$ cat src/rtl/xgmii_pkg.sv
// xgmii_pkg: XGMII control characters and the burst transmitter FSM state type
package xgmii_pkg;
  localparam logic [7:0] XGMII_IDLE  = 8'h07;
  localparam logic [7:0] XGMII_START = 8'hFB;
  localparam logic [7:0] XGMII_TERM  = 8'hFD;
  localparam logic [7:0] XGMII_ERROR = 8'hFE;
  typedef enum logic [2:0] {IDLE, START, DATA, TERM, ABORT, GAP} state_t;
endpackage

$ cat src/rtl/activity_stretch.sv
// activity_stretch: stretches single-cycle strobes into a visible LED pulse
// Ports: clk, reset_n (async, active-low), strb (trigger pulse), led (counter != 0)
module activity_stretch #(
  parameter int STRETCH_WIDTH = 24
) (
  input  logic clk,
  input  logic reset_n,
  input  logic strb,
  output logic led
);
  localparam logic [STRETCH_WIDTH-1:0] ONE = 1;
  logic [STRETCH_WIDTH-1:0] cnt_q, cnt_d;
  // Retrigger only from zero, so every pulse lasts exactly 2^W-1 cycles
  assign cnt_d = (strb && cnt_q == '0) ? '1 : (cnt_q != '0) ? cnt_q - ONE : cnt_q;
  assign led = cnt_q != '0;
  always_ff @(posedge clk or negedge reset_n)
    if (!reset_n) cnt_q <= '0;
    else cnt_q <= cnt_d;
endmodule

$ cat src/rtl/xgmii_burst_tx.sv
// xgmii_burst_tx: drains a FWFT FIFO into framed XGMII bursts (start/data/terminate/idle)
// Ports: clk, reset_n (async, active-low); tx_en, link_up gate frame starts;
//   fifo_rd_data/fifo_empty/fifo_rd_en form the FIFO pop interface;
//   xgmii_txd/xgmii_txc are the registered XGMII column; frame_count/err_count
//   are saturating statistics; tx_strb pulses with each start column; tx_led is stretched activity.
module xgmii_burst_tx
  import xgmii_pkg::*;
#(
  parameter int MAX_BURST     = 32,
  parameter int MIN_IDLE      = 2,
  parameter int STRETCH_WIDTH = 24
) (
  input  logic        clk,
  input  logic        reset_n,
  input  logic        tx_en,
  input  logic        link_up,
  input  logic [63:0] fifo_rd_data,
  input  logic        fifo_empty,
  output logic        fifo_rd_en,
  output logic [63:0] xgmii_txd,
  output logic [7:0]  xgmii_txc,
  output logic [31:0] frame_count,
  output logic [15:0] err_count,
  output logic        tx_strb,
  output logic        tx_led
);
  localparam logic [7:0]  MAX_W    = 8'(MAX_BURST);
  localparam logic [3:0]  GAP_LAST = 4'(MIN_IDLE - 1);
  localparam logic [63:0] IDLE_COL = {8{XGMII_IDLE}};
  state_t      state_q, state_d, cur;
  logic [7:0]  seq_q, seq_d, word_cnt_q, word_cnt_d;
  logic [3:0]  gap_cnt_q, gap_cnt_d;
  logic [31:0] frame_q, frame_d;
  logic [15:0] err_q, err_d;
  logic [63:0] txd_q, txd_d;
  logic [7:0]  txc_q, txc_d;
  logic        strb_q, strb_d, start_ok;
  assign start_ok   = tx_en && link_up && !fifo_empty;
  assign fifo_rd_en = (state_q == DATA) && !fifo_empty && link_up && (word_cnt_q < MAX_W);
  // A DATA cycle with nothing to pop behaves as TERM/ABORT in that same cycle,
  // so the closing column follows the last data column with no hole.
  assign cur = (state_q == DATA && !fifo_rd_en) ? (link_up ? TERM : ABORT) : state_q;
  always_comb begin
    state_d    = cur;
    txd_d      = IDLE_COL;
    txc_d      = 8'hFF;
    strb_d     = 1'b0;
    seq_d      = seq_q;
    word_cnt_d = word_cnt_q;
    gap_cnt_d  = gap_cnt_q;
    frame_d    = frame_q;
    err_d      = err_q;
    case (cur)
      IDLE: state_d = start_ok ? START : IDLE;
      START: begin
        txd_d      = {48'h0, seq_q, XGMII_START};
        txc_d      = 8'h01;
        strb_d     = 1'b1;
        word_cnt_d = '0;
        state_d    = link_up ? DATA : ABORT;
      end
      DATA: begin
        txd_d      = fifo_rd_data;
        txc_d      = 8'h00;
        word_cnt_d = word_cnt_q + 8'd1;
        state_d    = tx_en ? DATA : TERM;
      end
      TERM: begin
        txd_d     = {{7{XGMII_IDLE}}, XGMII_TERM};
        frame_d   = (frame_q == '1) ? frame_q : frame_q + 32'd1;
        seq_d     = seq_q + 8'd1;
        gap_cnt_d = '0;
        state_d   = GAP;
      end
      ABORT: begin
        txd_d     = {8{XGMII_ERROR}};
        err_d     = (err_q == '1) ? err_q : err_q + 16'd1;
        gap_cnt_d = '0;
        state_d   = GAP;
      end
      GAP: begin
        gap_cnt_d = gap_cnt_q + 4'd1;
        // The last gap cycle also evaluates the start condition, keeping
        // back-to-back frames exactly MIN_IDLE idle columns apart.
        state_d   = (gap_cnt_q != GAP_LAST) ? GAP : start_ok ? START : IDLE;
      end
      default: state_d = IDLE;
    endcase
  end
  always_ff @(posedge clk or negedge reset_n)
    if (!reset_n) begin
      state_q    <= IDLE;
      seq_q      <= '0;
      word_cnt_q <= '0;
      gap_cnt_q  <= '0;
      frame_q    <= '0;
      err_q      <= '0;
      txd_q      <= IDLE_COL;
      txc_q      <= 8'hFF;
      strb_q     <= 1'b0;
    end else begin
      state_q    <= state_d;
      seq_q      <= seq_d;
      word_cnt_q <= word_cnt_d;
      gap_cnt_q  <= gap_cnt_d;
      frame_q    <= frame_d;
      err_q      <= err_d;
      txd_q      <= txd_d;
      txc_q      <= txc_d;
      strb_q     <= strb_d;
    end
  assign xgmii_txd   = txd_q;
  assign xgmii_txc   = txc_q;
  assign frame_count = frame_q;
  assign err_count   = err_q;
  assign tx_strb     = strb_q;
  activity_stretch #(.STRETCH_WIDTH(STRETCH_WIDTH)) u_led (
    .clk    (clk),
    .reset_n(reset_n),
    .strb   (strb_q),
    .led    (tx_led)
  );
endmodule

$ cat config.mk
export PLATFORM = sky130hd
export DESIGN_NAME = xgmii_burst_tx
export DESIGN_NICKNAME = d
export VERILOG_FILES = /design/src/rtl/xgmii_pkg.sv /design/src/rtl/activity_stretch.sv /design/src/rtl/xgmii_burst_tx.sv
export SDC_FILE = /design/constraint.sdc
export NUM_CORES = 1
export LEC_CHECK = 0
export ABC_AREA = 1
export CAP_MARGIN = 30
export CORE_ASPECT_RATIO = 1.25
export CORE_MARGIN = 2
export CORE_UTILIZATION = 45
export CTS_BUF_LIST = sky130_fd_sc_hd__clkbuf_8
export DETAILED_ROUTE_END_ITERATION = 16
export PLACE_DENSITY_LB_ADDON = 0.25
export REMOVE_ABC_BUFFERS = 1
export SYNTH_ARGS = -nofsm -noshare
export SYNTH_HDL_FRONTEND = slang
export SYNTH_SLANG_ARGS = --single-unit
$ cat constraint.sdc
create_clock -name clk -period 1.9 [get_ports clk]
set_input_delay 0.38 -clock clk [delete_from_list [all_inputs] [get_ports clk]]
set_output_delay 0.38 -clock clk [all_outputs]
set_load 0.01 [all_outputs]
==> impl_metrics.sql <==
INSERT INTO impl_metrics (metric_group, metric, value, unit) VALUES
('floorplanning', 'core_region', '18000', 'µm²'),
('synthesis', 'synthesized_area_per_cell', '7.84', 'µm²'),
('run', 'timing.max_cap.violations', '0', ''),
('clock_tree', 'cts_buffers', '17', ''),
('synthesis', 'ys_warn_count', '0', ''),
('min_path', 'worst_hold_path_type', 'in2async', ''),
('global_routing', 'maximum_number_of_pins_on_one_net_before_global_route_repair', '58', ''),
('floorplanning', 'floorplan.initialDensity', '0.458', ''),
('sta', 'max_clock_freq', '489', 'MHz'),
('worst_setup_path', 'crit_path_max_fanout', '3', ''),
('sta', 'min_period', '2.04', 'ns'),
('detailed_routing', 'vias', '7818', ''),
('power_and_ir_drop', 'max-vdd-ir-drop', '0.693', 'mV'),
('global_routing', 'grt_pass1_vias', '7831', ''),
('placement', 'place_inst', '1543', ''),
('worst_setup_path', 'worst-endpoint-arrival', '1.66', 'ns'),
('sta', 'clock_skew', '0.0176', 'ns'),
('sta', 'grt_setup_unrepaired', 'true', ''),
('cells_and_area', 'n_fill_cell', '1564', ''),
('outcome', 'violations_in_the_final_reports', 'negative setup slack', ''),
('floorplanning', 'floorplan.die_area', '19500', 'µm²'),
('cells_and_area', 'area.growth.synth_to_final', '41.9', '%'),
('sta', 'tightest_slew', '0.452', 'ns'),
('floorplanning', 'std_cell_rows', '55', ''),
('detailed_routing', 'via_per_inst', '4.91', ''),
('cells_and_area', 'drive_above_1_share', '0.177', ''),
('floorplanning', 'io_count', '192', ''),
('cells_and_area', 'antenna_cells', '0', ''),
('clock_tree', 'cts-root-buf', 'sky130_fd_sc_hd__clkbuf_8', ''),
('clock_tree', 'cts_tree', 'built', ''),
('synthesis', 'synth.distinct_cells', '37', ''),
('synthesis', 'synth-seq-cells', '162', ''),
('detailed_routing', 'wl_per_cell', '14.2', 'µm'),
('cells_and_area', 'mostFrequentLayoutCell', 'sky130_fd_sc_hd__nand2_1', ''),
('cells_and_area', 'fin_nets', '1428', ''),
('placement', 'post-dp-hpwl', '16900', 'µm'),
('global_routing', 'antenna_found_initial', '1', ''),
('cells_and_area', 'post-route-cell-area', '11700', 'µm²'),
('synthesis', 'portion_of_the_post_synthesis_area_used_by_sequential_elements', '0.494', ''),
('clock_tree', 'clock_path_buffers', '2', ''),
('sta', 'worst_case_setup_margin_in_the_final_layout', '-0.143', 'ns'),
('clock_tree', 'ctsHtreeMaxLevel', '4', ''),
('placement', 'dpl_worst_slack', '-0.370', 'ns'),
('cells_and_area', 'layout.cells.non_filler', '1593', ''),
('sta', 'layout_worst_path_cycle_share', '1.08', ''),
('detailed_routing', 'drt_pre_antenna_iters', '5', ''),
('worst_setup_path', 'critPathKind', 'reg2out', ''),
('placement', 'final_weighted_congestion_in_routability_driven_placement', '0.899', ''),
('sta', 'maxSlewViolCount', '0', ''),
('synthesis', 'synth.cell_area', '8270', 'µm²'),
('floorplanning', 'die_height', '156', 'µm'),
('sta', 'holdWs', '0.358', 'ns'),
('power_and_ir_drop', 'p_per_area', '1150', 'nW/µm²'),
('detailed_routing', 'drc_errors', '0', ''),
('sta', 'report.final.setup_viol', '1', ''),
('global_routing', 'grtUsageTotal', '0.237', ''),
('sta', 'worst_slew_margin_rel', '0.697', ''),
('detailed_routing', 'ant_nets', '0', ''),
('clock_tree', 'clk_pin_slew', '0.10', 'ns'),
('outcome', 'run_status', 'finished, violations left', ''),
('sta', 'finalHoldViolCount', '0', ''),
('worst_setup_path', 'timing.critical_path.to_type', 'primary output', ''),
('floorplanning', 'die_x', '125', 'µm'),
('detailed_routing', 'wirelength', '22600', 'µm'),
('power_and_ir_drop', 'static_leakage_power', '0.00600', 'µW'),
('clock_tree', 'clock_sink_count', '162', ''),
('placement', 'port-buffer-count', '191', ''),
('worst_setup_path', 'timing.critical_path.required', '1.52', 'ns'),
('global_routing', 'first_pass_grt_wire_length', '37000', 'µm'),
('global_routing', 'global_route.overflow_total', '0', ''),
('clock_tree', 'clock_insertion_delay_worst_skew', '0.46', 'ns'),
('detailed_routing', 'detailedRoute.firstIterationViolations', '371', ''),
('placement', 'place_area', '11100', 'µm²'),
('worst_setup_path', 'cp-start-kind', 'flop', ''),
('synthesis', 'postSynthCellCount', '1054', ''),
('cells_and_area', 'layout_common_cells', 'sky130_fd_sc_hd__nand2_1, sky130_fd_sc_hd__clkdlybuf4s50_1, sky130_fd_sc_hd__dfrtp_1', '');
[sequential cells by signal, indices dropped and copies added (netlist names)]
register and flops:
state_q 3, err_count 16, frame_count 32, xgmii_txc 2
word_cnt_q 8, gap_cnt_q 4, xgmii_txd 64, tx_strb 1
u_led.cnt_q 24, seq_q 8
[layer usage]
layer / up-vias / wire, µm / global-route usage
met3: 51 / 1630 / 0.0746
met4: 0 / 623 / 0.0889
met5: - / 0 / 0
met1: 3616 / 9180 / 0.274
li1: 3879 / - / -
met2: 272 / 11200 / 0.414
[synthesized netlist by cell type (all sizes together)]
cell	count	area share
or2	3	0.0023
nand3b	19	0.017
o31ai	1	0.00091
dfrtp	136	0.41
xnor2	11	0.012
a22o	1	0.0011
nand4	24	0.018
clkinv	1	0.00045
nand2	435	0.20
dfstp	26	0.083
o21ai	32	0.021
and3	1	0.00076
nand3	56	0.037
xor2	32	0.034
buf	32	0.031
clkbuf	1	0.00045
ha	7	0.011
nor3	9	0.0074
inv	87	0.040
nor2	122	0.061
a21oi	12	0.0073
o211ai	6	0.0054
[logic make-up (layout without fill, tap and decap cells)]
logic type,count (synthesis),count (layout),share of synthesized area
xor+xnor,43,43,0.0456
fa+ha+maj,7,7,0.0106
flops,162,162,0.494
simple gates,669,670,0.342
compound gates,52,52,0.0354
buf+inv,121,431,0.0716
[area by class of cell]
class / instances / area [µm²] / share of cell area
Sequential cell: 162 / 4100 / 0.350
Multi-Input combinational cell: 772 / 3660 / 0.312
Timing Repair Buffer: 311 / 2940 / 0.251
Inverter: 88 / 334 / 0.0285
Tap cell: 228 / 285 / 0.0243
Clock buffer: 18 / 248 / 0.0211
Clock inverter: 14 / 153 / 0.0130
[through the flow]
step	total power (µW)	utilization	setup TNS [ns]
6_report	13500	0.650	-0.143
5_1_grt	14400	0.650	-1.53
4_1_cts	13600	0.640	-0.166
3_5_place_dp	11100	0.614	-32.92
3_3_place_gp	11000	0.614	-29.84
2_1_floorplan	7690	-	-5.21
[worst max-delay path: stages, from the launching register on]
cell and delay, ns:
sky130_fd_sc_hd__dfrtp_1 0.42, sky130_fd_sc_hd__nor2_2 0.11, sky130_fd_sc_hd__nand3_1 0.11, sky130_fd_sc_hd__nor2_2 0.16, sky130_fd_sc_hd__inv_1 0.07, sky130_fd_sc_hd__nor2_2 0.15
sky130_fd_sc_hd__inv_1 0.07, sky130_fd_sc_hd__buf_2 0.14
[worst paths after layout]
path | startpoint | end | slack (ns) | cells after the start
max in group asynchronous | reset_n | xgmii_txd[57] | 0.86 | 3
hold / removal | reset_n | frame_count[10] | 0.36 | 2
setup reg to reg | u_led.cnt_q[1] | u_led.cnt_q[7] | 0.07 | 9
hold reg to reg | word_cnt_q[5] | word_cnt_q[5] | 0.49 | 2
min in group clk | fifo_rd_data[41] | xgmii_txd[41] | 0.42 | 3
setup / recovery | u_led.cnt_q[21] | tx_led | -0.14 | 7
[power by group]
part / switching (µW) / internal (µW)
logic: 3010 / 2760
clock network: 1380 / 1230
registers: 521 / 4650
[repair_timing]
item                                   4_1_cts  5_1_grt
setup endpoints to repair                   75      120
endpoints found under the hold margin       15        0
hold buffers                                 1        0
setup buffers                                6       10
pin swaps                                    9        8
resized for setup                           61       44
gates cloned                                 1        0
No activity file was read; power rests on OpenSTA's default activity.
